===== src/rtl/linebuffer_pkg.sv =====
// Shared types for the line-buffer sequencer: FSM states and the error code
// reported to the status register block.
package linebuffer_pkg;

  typedef enum logic [1:0] {
    ST_IDLE   = 2'd0,
    ST_FILL   = 2'd1,
    ST_STREAM = 2'd2,
    ST_CLR    = 2'd3
  } state_e;

  typedef enum logic [1:0] {
    ERR_NONE  = 2'd0,
    ERR_SHORT = 2'd1,
    ERR_LONG  = 2'd2,
    ERR_SOF   = 2'd3
  } err_e;

endpackage


===== src/rtl/linebuffer_seq_if.sv =====
// Pixel-in, pair-out and line-buffer side signals of the sequencer.
// master = sequencer side, slave = video source / buffer / filter side.
interface linebuffer_seq_if #(parameter int DATA_WIDTH = 16);
  logic                  s_valid, s_ready, s_sof, s_eol;
  logic [DATA_WIDTH-1:0] s_data;
  logic                  lb_in_valid, lb_clr;
  logic [DATA_WIDTH-1:0] lb_data_in, lb_data_out;
  logic                  m_valid, m_ready, m_sof, m_eol, m_eof;
  logic [DATA_WIDTH-1:0] m_data_cur, m_data_prev;
  logic                  err_short, err_long, err_sof, frame_done;

  modport master (
    input  s_valid, s_data, s_sof, s_eol, lb_data_out, m_ready,
    output s_ready, lb_in_valid, lb_data_in, lb_clr,
           m_valid, m_data_cur, m_data_prev, m_sof, m_eol, m_eof,
           err_short, err_long, err_sof, frame_done
  );

  modport slave (
    output s_valid, s_data, s_sof, s_eol, lb_data_out, m_ready,
    input  s_ready, lb_in_valid, lb_data_in, lb_clr,
           m_valid, m_data_cur, m_data_prev, m_sof, m_eol, m_eof,
           err_short, err_long, err_sof, frame_done
  );
endinterface


===== src/rtl/pix_pos_cnt.sv =====
// Column/row position of the next pixel to be written; wraps at end of line
// and end of frame, clear has priority over increment.
module pix_pos_cnt #(
  parameter int ADDR_WIDTH = 11,
  parameter int ROW_WIDTH  = 11,
  parameter int LENGTH     = 1920,
  parameter int LINES      = 1080
) (
  input  logic                  clk,
  input  logic                  rst_n,
  input  logic                  inc_i,
  input  logic                  clr_i,
  output logic [ADDR_WIDTH-1:0] col_o,
  output logic [ROW_WIDTH-1:0]  row_o,
  output logic                  last_col_o,
  output logic                  last_row_o,
  output logic                  at_origin_o
);
  logic [ADDR_WIDTH-1:0] col_q, col_d;
  logic [ROW_WIDTH-1:0]  row_q, row_d;

  assign col_o       = col_q;
  assign row_o       = row_q;
  assign last_col_o  = (col_q == ADDR_WIDTH'(LENGTH - 1));
  assign last_row_o  = (row_q == ROW_WIDTH'(LINES - 1));
  assign at_origin_o = (col_q == '0) && (row_q == '0);

  always_comb begin
    col_d = col_q;
    row_d = row_q;
    if (clr_i) begin
      col_d = '0;
      row_d = '0;
    end else if (inc_i) begin
      if (last_col_o) begin
        col_d = '0;
        row_d = last_row_o ? '0 : row_q + ROW_WIDTH'(1);
      end else begin
        col_d = col_q + ADDR_WIDTH'(1);
      end
    end
  end

  always_ff @(posedge clk) begin
    if (!rst_n) begin
      col_q <= '0;
      row_q <= '0;
    end else begin
      col_q <= col_d;
      row_q <= row_d;
    end
  end
endmodule


===== src/rtl/linebuffer_seq.sv =====
// Frame sequencer for a two-line ping-pong buffer: tracks raster position,
// writes pixels, emits (cur, prev) pairs from row 1 on, resyncs on framing errors.
module linebuffer_seq #(
  parameter int ADDR_WIDTH = 11,
  parameter int DATA_WIDTH = 16,
  parameter int LENGTH     = 1920,
  parameter int ROW_WIDTH  = 11,
  parameter int LINES      = 1080
) (
  input  logic             clk,
  input  logic             rst_n,
  linebuffer_seq_if.master bus
);
  import linebuffer_pkg::*;

  state_e                state_q, state_d;
  err_e                  err_q, err_d;
  logic                  fd_q, fd_d;
  logic                  mv_q, mv_d, msof_q, msof_d, meol_q, meol_d, meof_q, meof_d;
  logic [DATA_WIDTH-1:0] cur_q, cur_d, prev_q, prev_d;

  logic [ADDR_WIDTH-1:0] col;
  logic [ROW_WIDTH-1:0]  row;
  logic                  last_col, last_row, at_origin;
  logic                  active, take, sof_err, s_ready, accept;
  logic                  short_err, long_err, wr, emit, cnt_clr;

  pix_pos_cnt #(
    .ADDR_WIDTH(ADDR_WIDTH), .ROW_WIDTH(ROW_WIDTH), .LENGTH(LENGTH), .LINES(LINES)
  ) u_pos (
    .clk(clk), .rst_n(rst_n), .inc_i(wr), .clr_i(cnt_clr),
    .col_o(col), .row_o(row), .last_col_o(last_col), .last_row_o(last_row),
    .at_origin_o(at_origin)
  );

  // A stray sof is only flagged when the pixel could otherwise have been taken,
  // so a stalled output stage never turns into a spurious resync.
  always_comb begin
    active    = (state_q == ST_FILL) || (state_q == ST_STREAM);
    take      = (state_q == ST_STREAM) ? (!mv_q || bus.m_ready) : (state_q != ST_CLR);
    sof_err   = active && take && bus.s_valid && bus.s_sof && !at_origin;
    s_ready   = rst_n && take && !sof_err;
    accept    = bus.s_valid && s_ready;
    short_err = accept && active && bus.s_eol && !last_col;
    long_err  = accept && active && !bus.s_eol && last_col;
    wr        = accept && (active ? !(short_err || long_err) : bus.s_sof);
    emit      = wr && (state_q == ST_STREAM);
  end

  always_comb begin
    state_d = state_q;
    err_d   = ERR_NONE;
    fd_d    = 1'b0;
    cnt_clr = 1'b0;
    unique case (state_q)
      ST_IDLE: if (wr) state_d = ST_FILL;
      ST_FILL, ST_STREAM: begin
        if (sof_err) begin
          state_d = ST_CLR;
          err_d   = ERR_SOF;
        end else if (short_err) begin
          state_d = ST_CLR;
          err_d   = ERR_SHORT;
        end else if (long_err) begin
          state_d = ST_CLR;
          err_d   = ERR_LONG;
        end else if (wr && last_col) begin
          if (state_q == ST_FILL) begin
            state_d = ST_STREAM;
          end else if (last_row) begin
            state_d = ST_CLR;
            fd_d    = 1'b1;
          end
        end
        cnt_clr = (state_d == ST_CLR);
      end
      ST_CLR: begin
        state_d = (err_q == ERR_SOF) ? ST_FILL : ST_IDLE;
        cnt_clr = 1'b1;
      end
      default: state_d = ST_IDLE;
    endcase
  end

  always_comb begin
    mv_d   = mv_q;
    cur_d  = cur_q;
    prev_d = prev_q;
    msof_d = msof_q;
    meol_d = meol_q;
    meof_d = meof_q;
    if (emit) begin
      mv_d   = 1'b1;
      cur_d  = bus.s_data;
      prev_d = bus.lb_data_out;
      msof_d = (row == ROW_WIDTH'(1)) && (col == '0);
      meol_d = last_col;
      meof_d = last_col && last_row;
    end else if (bus.m_ready) begin
      mv_d = 1'b0;
    end
  end

  always_ff @(posedge clk) begin
    if (!rst_n) begin
      state_q <= ST_IDLE;
      err_q   <= ERR_NONE;
      fd_q    <= 1'b0;
      mv_q    <= 1'b0;
      cur_q   <= '0;
      prev_q  <= '0;
      msof_q  <= 1'b0;
      meol_q  <= 1'b0;
      meof_q  <= 1'b0;
    end else begin
      state_q <= state_d;
      err_q   <= err_d;
      fd_q    <= fd_d;
      mv_q    <= mv_d;
      cur_q   <= cur_d;
      prev_q  <= prev_d;
      msof_q  <= msof_d;
      meol_q  <= meol_d;
      meof_q  <= meof_d;
    end
  end

  assign bus.s_ready     = s_ready;
  assign bus.lb_in_valid = wr;
  assign bus.lb_data_in  = bus.s_data;
  assign bus.lb_clr      = !rst_n || (state_q == ST_CLR);
  assign bus.m_valid     = mv_q;
  assign bus.m_data_cur  = cur_q;
  assign bus.m_data_prev = prev_q;
  assign bus.m_sof       = mv_q && msof_q;
  assign bus.m_eol       = mv_q && meol_q;
  assign bus.m_eof       = mv_q && meof_q;
  assign bus.err_short   = (err_q == ERR_SHORT);
  assign bus.err_long    = (err_q == ERR_LONG);
  assign bus.err_sof     = (err_q == ERR_SOF);
  assign bus.frame_done  = fd_q;
endmodule


===== src/flat_wrapper.sv =====
// flat-port wrapper written by rule: the top's interface ports become plain ports
module linebuffer_seq_flat import linebuffer_pkg::*;
#(
  parameter int ADDR_WIDTH = 11,
  parameter int DATA_WIDTH = 16,
  parameter int LENGTH     = 1920,
  parameter int ROW_WIDTH  = 11,
  parameter int LINES      = 1080
)
  (clk, rst_n, bus_s_valid, bus_s_data, bus_s_sof, bus_s_eol, bus_lb_data_out, bus_m_ready, bus_s_ready, bus_lb_in_valid, bus_lb_data_in, bus_lb_clr, bus_m_valid, bus_m_data_cur, bus_m_data_prev, bus_m_sof, bus_m_eol, bus_m_eof, bus_err_short, bus_err_long, bus_err_sof, bus_frame_done);
  linebuffer_seq_if #(.DATA_WIDTH(DATA_WIDTH)) bus_i ();
  input  logic clk;
  input  logic rst_n;
  input wire logic [$bits(bus_i.s_valid)-1:0] bus_s_valid;
  input wire logic [$bits(bus_i.s_data)-1:0] bus_s_data;
  input wire logic [$bits(bus_i.s_sof)-1:0] bus_s_sof;
  input wire logic [$bits(bus_i.s_eol)-1:0] bus_s_eol;
  input wire logic [$bits(bus_i.lb_data_out)-1:0] bus_lb_data_out;
  input wire logic [$bits(bus_i.m_ready)-1:0] bus_m_ready;
  output wire logic [$bits(bus_i.s_ready)-1:0] bus_s_ready;
  output wire logic [$bits(bus_i.lb_in_valid)-1:0] bus_lb_in_valid;
  output wire logic [$bits(bus_i.lb_data_in)-1:0] bus_lb_data_in;
  output wire logic [$bits(bus_i.lb_clr)-1:0] bus_lb_clr;
  output wire logic [$bits(bus_i.m_valid)-1:0] bus_m_valid;
  output wire logic [$bits(bus_i.m_data_cur)-1:0] bus_m_data_cur;
  output wire logic [$bits(bus_i.m_data_prev)-1:0] bus_m_data_prev;
  output wire logic [$bits(bus_i.m_sof)-1:0] bus_m_sof;
  output wire logic [$bits(bus_i.m_eol)-1:0] bus_m_eol;
  output wire logic [$bits(bus_i.m_eof)-1:0] bus_m_eof;
  output wire logic [$bits(bus_i.err_short)-1:0] bus_err_short;
  output wire logic [$bits(bus_i.err_long)-1:0] bus_err_long;
  output wire logic [$bits(bus_i.err_sof)-1:0] bus_err_sof;
  output wire logic [$bits(bus_i.frame_done)-1:0] bus_frame_done;
  assign bus_i.s_valid = bus_s_valid;
  assign bus_i.s_data = bus_s_data;
  assign bus_i.s_sof = bus_s_sof;
  assign bus_i.s_eol = bus_s_eol;
  assign bus_i.lb_data_out = bus_lb_data_out;
  assign bus_i.m_ready = bus_m_ready;
  assign bus_s_ready = bus_i.s_ready;
  assign bus_lb_in_valid = bus_i.lb_in_valid;
  assign bus_lb_data_in = bus_i.lb_data_in;
  assign bus_lb_clr = bus_i.lb_clr;
  assign bus_m_valid = bus_i.m_valid;
  assign bus_m_data_cur = bus_i.m_data_cur;
  assign bus_m_data_prev = bus_i.m_data_prev;
  assign bus_m_sof = bus_i.m_sof;
  assign bus_m_eol = bus_i.m_eol;
  assign bus_m_eof = bus_i.m_eof;
  assign bus_err_short = bus_i.err_short;
  assign bus_err_long = bus_i.err_long;
  assign bus_err_sof = bus_i.err_sof;
  assign bus_frame_done = bus_i.frame_done;
  linebuffer_seq #(.ADDR_WIDTH(ADDR_WIDTH), .DATA_WIDTH(DATA_WIDTH), .LENGTH(LENGTH), .ROW_WIDTH(ROW_WIDTH), .LINES(LINES)) u_core (.clk(clk), .rst_n(rst_n), .bus(bus_i));
endmodule

===== config.mk =====
export PLATFORM = sky130hd
export DESIGN_NAME = linebuffer_seq_flat
export DESIGN_NICKNAME = d
export VERILOG_FILES = /design/src/rtl/linebuffer_pkg.sv /design/src/rtl/linebuffer_seq_if.sv /design/src/rtl/pix_pos_cnt.sv /design/src/rtl/linebuffer_seq.sv /design/src/flat_wrapper.sv
export SDC_FILE = /design/constraint.sdc
export NUM_CORES = 1
export LEC_CHECK = 0
export ABC_AREA = 1
export CORE_ASPECT_RATIO = 1.2
export CORE_MARGIN = 2
export CORE_UTILIZATION = 45
export DETAILED_ROUTE_END_ITERATION = 10
export PLACE_DENSITY_LB_ADDON = 0.3
export RECOVER_POWER = 100
export SYNTH_ARGS = -nofsm -noshare
export SYNTH_HDL_FRONTEND = slang
export SYNTH_SLANG_ARGS = --single-unit

===== constraint.sdc =====
create_clock -name clk -period 3 [get_ports clk]
set_input_delay 0.9 -clock clk [delete_from_list [all_inputs] [get_ports clk]]
set_output_delay 0.9 -clock clk [all_outputs]
set_load 0.05 [all_outputs]

==> out/qor.csv <==
metric,value,unit
cts.root.buffer_cell,clkbuf_8,
antenna_violating_nets_post_route,0,
syn_inst,459,
clkLatencyLatePin,0.35,ns
worst_hold_path.endpoint,u_core.meof_q$_SDFFE_PN0P_,
setup.worst_path.end_class,output port,
timing.final.crit_share,1.03,
numClockSinks,63,
drtPass1Iterations,5,
post_synth_num_cell_types,39,
cts_buffers,9,
fp.coreArea,7190,um2
grt_start_max_net_pins,37,
postSynthRegisterBits,63,
ys.flop_type,dfxtp_1,
start_util,0.462,
async_reset_ff_frac,0,
h-tree-depth,3,
cts-hold-fix-buffers,0,
synth_warnings,0,
area_growth,60.3,%
port_buffers,96,
grt_first_pass_wirelength,15300,um
yosys-mux-area-fraction,0.00903,
finalNetCount,641,
synth.avg_cell_area,7.24,um2
design.portCount,97,
first_global_vias,3385,
drt_drc_violations_left,0,
setup_ws,-0.0910,ns
worst_path_max_delay_cell,dfxtp_1,
synth-compound-area-share,0.107,
antenna_diodes,0,
clock_skews,0.0174,ns
cp_max_fo,5,
irDropWorstVdd,313,uV
floorplan.die_area,8090,um2
ys_top_cells_by_area,"dfxtp_1 38%, nor2_1 11%, o21ai_0 6.3%",
fill_cells,497,
number_of_antenna_violations_at_the_first_check_in_global_routing,0,
setup-violations-final,3,
clock.fmax,324,MHz
yosys.area_share.adder,0.0339,
rrSetupSlack,-0.05,ns
max-slew-margin-rel,0.598,
report.final.hold_viol_count,0,
clock_path_buffers,2,
hold_slack,0.494,ns
vias,3719,
power.density,375,nW/um2
global_route.overflow_total,0,
transition_time_at_the_pin_with_the_least_slew_margin,0.596,ns
clk_pin_slew_worst_setup_hold_paths,0.08,ns
critical_path_class,reg2out,
critical_path.reg2reg.startpoint,u_core.u_pos.row_o[4]$_SDFFE_PP0N_,
row_count,34,
holdCritStartpoint,u_core.meof_q$_SDFFE_PN0P_,
timing.critical_path.required,2.10,ns
end_of_the_worst_register_to_register_path,u_core.u_pos.col_o[10]$_SDFFE_PP0N_,
timing.max_cap.violations,0,
synth_area_leader_cell,dfxtp_1,
final.setup.tns,-0.145,ns
nature_of_the_critical_path_startpoint,flip-flop,
seqCellArea,1270,um2
crit_buf_inv,3,
routed_wire_length_per_instance,16.3,um
failed_checks,negative setup slack,
run_status,"complete, but fails checks",
yosys.area_share.xor_xnor,0.0448,
number_of_flops_mapped_to_enable_cells_by_yosys,0,
route.final.wire_length,11200,um
finalWeightedCongestion,0.907,
synth_nets,506,
post_syn_area,3320,um2
seq_area_frac_synth,0.379,
drt-vias-per-instance,5.40,
critPathTopFamily,simple AND/OR/NAND/NOR gates,
slew_violations,0,
grt_setup_unrepaired,yes,
path_cells,"nor2_1, nand3_1, nor2_1, nand2_2, nand2_2, nand2_4, nor2_4, o21ai_2, buf_4, nand2_4, inv_4, buf_12",
number_of_cells_traversed_by_the_worst_register_to_register_path,20,
min_path_cells,2,
synth-simple-area-share,0.301,
floorplan.die.width,82.5,um
combinational_family_with_the_most_area_after_synthesis,simple AND/OR/NAND/NOR gates,
share_of_cells_above_drive_strength_1,0.294,
power.leakage,2.30,nW
globalRouteTotalUtil,0.240,
die_height,98.2,um
worst_hold_path_type,reg2reg,
timing.final.crit_period,3.09,ns
drt_first_iter_violations,255,
post-dp-hpwl,5960,um
multi_input_gate_area,1880,um2
area_fraction_of_the_dominant_cell_type_after_synthesis,0.379,
critPathMaxStageDelay,0.37,ns
clock_tree_from_tritoncts,yes,
worst_ep_arrival_time,2.19,ns
stage by stage:
step                      std cells  cell area, um2  worst slack (ns)   util  power [mW]
after floorplan                 459            3330            0.0644      -        1.01
after global placement          630            4520            -0.274  0.628        1.14
after detailed placement        630            4520            -0.338  0.628        1.14
after CTS                       680            5070           0.00778  0.705        1.94
after global routing            689            5330            -0.181  0.741        2.07
final                           689            5330           -0.0910  0.741        2.00
cells in the final DEF, fill, tap and decap left out, types with 10 or more instances in the layout:
master,netlist,routed
a21oi_1,12,12
buf_12,0,21
buf_4,16,53
clkdlybuf4s50_1,0,72
dfxtp_1,63,57
inv_1,46,37
inv_2,2,10
nand2_1,54,47
nand3_1,15,14
nor2_1,99,89
nor2_2,20,19
nor2_4,1,12
nor3_1,12,12
o21ai_0,42,41
xor2_1,13,13
registers in the layout (all words and copies together) (netlist names):
register,cells
u_core.u_pos.col_o,11
u_core.u_pos.row_o,11
u_core.bus.m_data_prev,16
u_core.err_q,2
u_core.msof_q,1
u_core.bus.m_valid,1
u_core.bus.m_data_cur,16
u_core.bus.frame_done,1
u_core.state_q,2
u_core.meol_q,1
u_core.meof_q,1
timing repair:
action	in CTS	in global routing
resized for setup	35	53
gates cloned	1	1
endpoints found under the setup margin	2	62
pin swaps	8	17
setup buffers	33	13
cell type report:
class                   instances  share of cell area
clock buffers                  10              0.0239
clock inverters                 6              0.0134
inverters                      50              0.0366
multi-input cells             314               0.354
flip-flops and latches         63               0.239
well taps                      90              0.0211
repair buffers                156               0.312
kinds of logic (layout without fill, tap and decap cells):
group / after synthesis / count (layout)
compound gates: 65 / 65
xor+xnor: 17 / 17
fa+ha+maj: 9 / 9
buf+inv: 82 / 222
flops: 63 / 63
mux: 3 / 3
simple gates: 220 / 220
how the worst max path moves through the flow:
stage	startpoint	end	slack, ns	depth (start not counted)
detailed placement	bus_m_ready	bus_lb_in_valid	-0.34	12
floorplan	bus_m_ready	bus_lb_in_valid	0.06	12
CTS	u_core.u_pos.col_o[0]$_SDFFE_PP0N_	bus_lb_in_valid	0.008	10
global route	u_core.u_pos.row_o[4]$_SDFFE_PP0N_	bus_lb_in_valid	-0.18	12
finish	u_core.u_pos.row_o[4]$_SDFFE_PP0N_	bus_lb_in_valid	-0.09	12
global placement	bus_m_ready	bus_lb_in_valid	-0.27	12
synth_stat cells, types with 7 or more instances:
| master | instances |
|---|---|
| a21oi_1 | 12 |
| inv_1 | 46 |
| buf_4 | 16 |
| nand3_1 | 15 |
| buf_2 | 7 |
| xor2_1 | 13 |
| nor2_2 | 20 |
| ha_1 | 9 |
| nand2_1 | 54 |
| dfxtp_1 | 63 |
| o21ai_0 | 42 |
| nor3_1 | 12 |
| nor2_1 | 99 |
worst reg2reg max path, delay by kind of cell, from the launching register on:
kind / cells / cell delay [ns]
flops: 1 / 0.37
buf+inv: 7 / 0.93
compound gates: 1 / 0.09
simple gates: 12 / 1.58
power breakdown:
group | internal [mW] | switching [mW]
logic | 0.198 | 0.196
registers | 0.841 | 0.00859
clock network | 0.388 | 0.370
total | 1.43 | 0.574
layer usage:
| layer | GRT usage | vias to the layer above | part of all wire |
|---|---|---|---|
| li1 | - | 1712 | - |
| met1 | 0.286 | 1711 | 0.38 |
| met2 | 0.395 | 232 | 0.49 |
| met3 | 0.0518 | 64 | 0.085 |
| met4 | 0.122 | 0 | 0.051 |
| met5 | 0 | - | 0 |
No activity file was read; power rests on OpenSTA's default activity.
